## src/rtl/fifo_drain_ctrl_if.sv

```systemverilog
// FIFO pop-side and downstream valid/ready bundle for fifo_drain_ctrl.
// master = the drain controller, slave = the FIFO/sink environment.
interface fifo_drain_ctrl_if #(
    parameter int width = 16
);
    logic             pndng;
    logic [width-1:0] Dout;
    logic             pop;
    logic [width-1:0] out_data;
    logic             out_valid;
    logic             out_ready;

    modport master (
        input  pndng,
        input  Dout,
        output pop,
        output out_data,
        output out_valid,
        input  out_ready
    );

    modport slave (
        output pndng,
        output Dout,
        input  pop,
        input  out_data,
        input  out_valid,
        output out_ready
    );
endinterface

```

## src/rtl/fifo_drain_ctrl.sv

```systemverilog
// Drains a programmed burst from a FWFT FIFO into a 2-entry
// output buffer feeding a valid/ready sink.
module fifo_drain_ctrl #(
    parameter int width = 16,
    parameter int cnt_w = 8
) (
    input  logic                  clk,
    input  logic                  rst,
    input  logic                  start,
    input  logic [cnt_w-1:0]      len,
    input  logic                  abort,
    output logic                  busy,
    output logic                  done,
    output logic [cnt_w-1:0]      rd_count,
    fifo_drain_ctrl_if.master     bus
);

    typedef enum logic [1:0] {
        IDLE,
        RUN,
        FLUSH,
        DONE
    } state_t;

    state_t           state;
    logic [cnt_w-1:0] remaining;

    logic [width-1:0] mem [2];
    logic             head;
    logic [1:0]       occ;

    logic             wr;
    logic             rd;
    logic             space;
    logic             tail;

    assign bus.out_valid = (occ != 2'd0);
    assign bus.out_data  = mem[head];

    assign rd    = bus.out_valid & bus.out_ready;
    // A full buffer still has room when its head leaves this edge.
    assign space = (occ < 2'd2) | rd;
    assign tail  = head ^ occ[0];

    assign bus.pop = (state == RUN) & bus.pndng
                   & (remaining != '0) & ~abort & space;
    assign wr = bus.pop;

    // Output buffer: write at tail on pop, advance head on handoff.
    always_ff @(posedge clk or posedge rst) begin
        if (rst) begin
            mem[0] <= '0;
            mem[1] <= '0;
            head   <= 1'b0;
            occ    <= 2'd0;
        end else begin
            if (wr)
                mem[tail] <= bus.Dout;
            if (rd)
                head <= ~head;
            if (wr & ~rd)
                occ <= occ + 2'd1;
            else if (~wr & rd)
                occ <= occ - 2'd1;
        end
    end

    // Burst FSM with registered busy/done and the pop counter.
    always_ff @(posedge clk or posedge rst) begin
        if (rst) begin
            state     <= IDLE;
            remaining <= '0;
            busy      <= 1'b0;
            done      <= 1'b0;
            rd_count  <= '0;
        end else begin
            done <= 1'b0;
            if (wr)
                rd_count <= rd_count + cnt_w'(1);
            unique case (state)
                IDLE: begin
                    if (start && (len != '0)) begin
                        state     <= RUN;
                        remaining <= len;
                        busy      <= 1'b1;
                    end
                end
                RUN: begin
                    if (abort) begin
                        state     <= FLUSH;
                        remaining <= '0;
                    end else if (remaining == '0) begin
                        state <= FLUSH;
                    end else if (wr) begin
                        remaining <= remaining - cnt_w'(1);
                    end
                end
                FLUSH: begin
                    if (occ == 2'd0) begin
                        state <= DONE;
                        done  <= 1'b1;
                    end
                end
                DONE: begin
                    state <= IDLE;
                    busy  <= 1'b0;
                end
            endcase
        end
    end

endmodule

```

## src/flat_wrapper.sv

```systemverilog
// flat-port wrapper written by rule: the top's interface ports become plain ports
module fifo_drain_ctrl_flat 
#(
    parameter int width = 16,
    parameter int cnt_w = 8
)
  (clk, rst, start, len, abort, busy, done, rd_count, bus_pndng, bus_Dout, bus_pop, bus_out_data, bus_out_valid, bus_out_ready);
  fifo_drain_ctrl_if #(.width(width)) bus_i ();
  input  logic clk;
  input  logic rst;
  input  logic start;
  input  logic [cnt_w-1:0] len;
  input  logic abort;
  output logic busy;
  output logic done;
  output logic [cnt_w-1:0] rd_count;
  input wire logic [$bits(bus_i.pndng)-1:0] bus_pndng;
  input wire logic [$bits(bus_i.Dout)-1:0] bus_Dout;
  output wire logic [$bits(bus_i.pop)-1:0] bus_pop;
  output wire logic [$bits(bus_i.out_data)-1:0] bus_out_data;
  output wire logic [$bits(bus_i.out_valid)-1:0] bus_out_valid;
  input wire logic [$bits(bus_i.out_ready)-1:0] bus_out_ready;
  assign bus_i.pndng = bus_pndng;
  assign bus_i.Dout = bus_Dout;
  assign bus_pop = bus_i.pop;
  assign bus_out_data = bus_i.out_data;
  assign bus_out_valid = bus_i.out_valid;
  assign bus_i.out_ready = bus_out_ready;
  fifo_drain_ctrl #(.width(width), .cnt_w(cnt_w)) u_core (.clk(clk), .rst(rst), .start(start), .len(len), .abort(abort), .busy(busy), .done(done), .rd_count(rd_count), .bus(bus_i));
endmodule
```

## config.mk

```make
export PLATFORM = sky130hd
export DESIGN_NAME = fifo_drain_ctrl_flat
export DESIGN_NICKNAME = d
export VERILOG_FILES = /design/src/rtl/fifo_drain_ctrl_if.sv /design/src/rtl/fifo_drain_ctrl.sv /design/src/flat_wrapper.sv
export SDC_FILE = /design/constraint.sdc
export NUM_CORES = 1
export LEC_CHECK = 0
export BUFFER_PORTS_ARGS = -buffer_cell sky130_fd_sc_hd__buf_4
export CAP_MARGIN = 20
export CORE_MARGIN = 3
export CORE_UTILIZATION = 37
export CTS_CLUSTER_SIZE = 20
export DETAILED_ROUTE_END_ITERATION = 10
export SETUP_SLACK_MARGIN = 0.4
export SYNTH_ARGS = -nofsm -noshare
export SYNTH_HDL_FRONTEND = slang
export SYNTH_SLANG_ARGS = --single-unit
```

## constraint.sdc

```tcl
create_clock -name clk -period 5.8 [get_ports clk]
set_clock_uncertainty 0.15 [all_clocks]
set_input_delay 1.16 -clock clk [delete_from_list [all_inputs] [get_ports clk]]
set_output_delay 1.16 -clock clk [all_outputs]
set_load 0.01 [all_outputs]
```

==> impl_results.md <==
* Largest net degree at the start of global routing at 56
* Num rows at 31
* Core footprint at 7290 um^2
* Most common cell in the synthesized netlist: dfrtp_1
* Flops & latches, synth at 55
* Via Count at 1910
* Fin. max-slew vios at 0
* Cell count after synthesis at 226
* # Max-Cap Violations at 0
* First-pass GRT wire length at 9.45 mm
* Layout cell share with drive strength beyond 1 at 43.1%
* CTS resizes at 0
* Initial antenna violation count at 0
* Top cell type's share of synthesized area at 49.0%
* Hold Path Depth at 1
* Worst reg2reg setup slack at 2.98 ns
* Vias per std cell at 5.00
* PwrDens at 502 nW/um^2
* Max VDD drop at 0.210 mV
* DR DRC count at 0
* Setup CP Type: primary input to primary output
* TNS Setup at 0 ns
* Area contributors post-synth: dfrtp_1 (49%), mux2_2 (16%), mux2_4 (5.3%), ha_1 (3.6%), xnor2_1 (1.9%)
* RSZ-0062 raised after global routing: false
* Worst R2R Path Depth at 7
* Vias in the first global route at 1980
* Post-synth EDFFs at 0
* Final #Nets at 320
* Fin area at 3410 um^2
* Leak at 1.59 nW
* GP Congestion at 0.866
* Synth top cells by count: dfrtp_1 (55), mux2_2 (40), inv_1 (12)
* Status: completed
* Top Ports at 58
* Fin cells at 382
* Worst-margin pin slew at 0.814 ns
* Worst Setup SP: abort
* Post CTS Setup Buffer Count at 0
* Chip Width at 93.1 um
* Clock net sink count at 55
* Post-cts hold buffer count at 0
* Ys async rst share at 100%
* Height of the die at 93.1 um
* ANT nets after route at 0
* Buffers on Ports at 57
* Mapped Area at 2810 um^2
* Cts bufs inserted at 5
* DP Area at 3320 um^2
* CP Max Fanout at 7
* Syn_area_per_cell at 12.4 um^2
* Total GRT Usage at 13.8%
* Max H-tree Level at 2
* Hold WS at 0.319 ns
* Placed instance count at 374
* Hold Crit Endpoint: u_core.rd_count[7]$_DFFE_PP0P_
* WL/cell at 14.7 um
* # diodes at 0
* CTS root buffer: clkbuf_8
* CP peak stage delay at 0.48 ns
* Initial Util at 38.5%
* Longest Clk Path Bufs at 2
* Post-route clock period utilization at 63.8%
* Worst setup SP type: primary input
* Critical R2R Launch: u_core.state[1]$_DFFE_PP0P_
* Syn nets at 264
* Buf/Inv on CP at 3
* Hold_sp: u_core.rd_count[7]$_DFFE_PP0P_
* Rel. slew slack at 45.7%
* Crit-path most repeated cell: buf_4
* Clk slew on worst S/H paths at 0.09 ns
* Final hold vios at 0
* WP data required at 4.49 ns
* Setup-failing EPs final at 0
* Crit-path cells: buf_4, nor2b_1, o2111ai_4, inv_4, buf_4
* Total grt overflow at 0
* Netlist cell types at 41
* CTS tree: built
* Main flop type after synthesis: dfrtp_1
* Max Fclk at 0.270 GHz
* Worst hold path type: flip-flop to flip-flop
* Area Growth Syn to Fin at 21.5%
* Data arrival, critical path at 2.39 ns
* Later-pin clock latency in the skew report at 0.30 ns
* Ys Warns at 0
* DP HPWL at 4.00 mm
* Area leader, netlist: dfrtp_1
* CP Capture Type: primary output
* Crit-path leading delay family: simple AND/OR/NAND/NOR gates
* CP max-delay cell: nor2b_1
* Reg2reg end: u_core.mem[13]$_DFFE_PP0P_
* Drt total wl at 5.62 mm
* Drt initial violations at 59
* Die area at 8670 um^2
* Sequential area share after synthesis at 49.0%
* Crit path time final at 3.70 ns
* DRT Pass-1 Iters at 4
## worst reg2reg max path, delay by kind of cell (launching register included)
kind	cells	cell delay, ns
compound gates	1	0.32
fa+ha+maj	1	0.31
buf+inv	2	0.26
flops	1	0.42
mux	1	0.37
simple gates	2	0.89
## power breakdown
part           total (W)  internal (W)  switching, W  leakage [nW]
registers       0.000687      0.000554      0.000133         0.692
logic           0.000806      0.000460      0.000346         0.850
clock network   0.000221     0.0000982      0.000123        0.0484
## worst max path at each step
stage,endpoint,slack (ns),cells after the start
after floorplan,bus_pop,2.77,4
after global placement,bus_pop,2.13,5
after detailed placement,bus_pop,2.12,5
after CTS,bus_pop,2.11,5
after global routing,bus_pop,1.99,5
final,bus_pop,2.10,5
## placed cells by master (no fill, tap or decap), drive strengths merged, types with 6 or more instances in the layout
cell and instances:
buf 59, clkbuf 7, dfrtp 55, ha 8, inv 13, mux2 50
nand2 8, nor2 9, xnor2 6, xor2 6
## logic make-up (layout without fill, tap and decap cells)
logic type	Yosys count	count (layout)	synth area share (%)
buffers and inverters	23	80	3.88
flip-flops	55	55	49.0
XOR/XNOR	12	12	3.74
multiplexers	54	54	22.8
AND/OR/NAND/NOR	44	44	8.82
adder cells (fa/ha/maj)	8	8	3.56
AO/OA/AOI/OAI	30	30	8.20
## layout make-up
type	instances	area [um^2]
multi-input combinational	148	1320
clock buffer	7	86.3
tap	99	124
clock inverter	1	8.76
fill	718	3880
sequential	55	1380
inverter	13	51.3
timing repair buffer	59	443
## metal layers
metal  share of wire, %  track usage, %  vias up
li1                   -               -      930
met1                 46            18.1      918
met2                 45            21.4       55
met3                7.6            5.55        7
met4                1.1            3.54        0
met5                  0               0        -
## state kept, by name, indices dropped and copies added (netlist names)
signal and count:
u_core.mem 32, u_core.done 1, u_core.state 2, u_core.rd_count 8, u_core.busy 1, u_core.occ 2
u_core.remaining 8, u_core.head 1
## stage by stage
step	worst slack (ns)	total power (W)	utilization (%)
after floorplan	2.77	0.00123	-
after global routing	1.99	0.00186	46.8
after detailed placement	2.12	0.00151	45.5
after global placement	2.13	0.00150	45.5
final	2.10	0.00171	46.8
after CTS	2.11	0.00174	46.8
No activity file was read; power rests on OpenSTA's default activity.
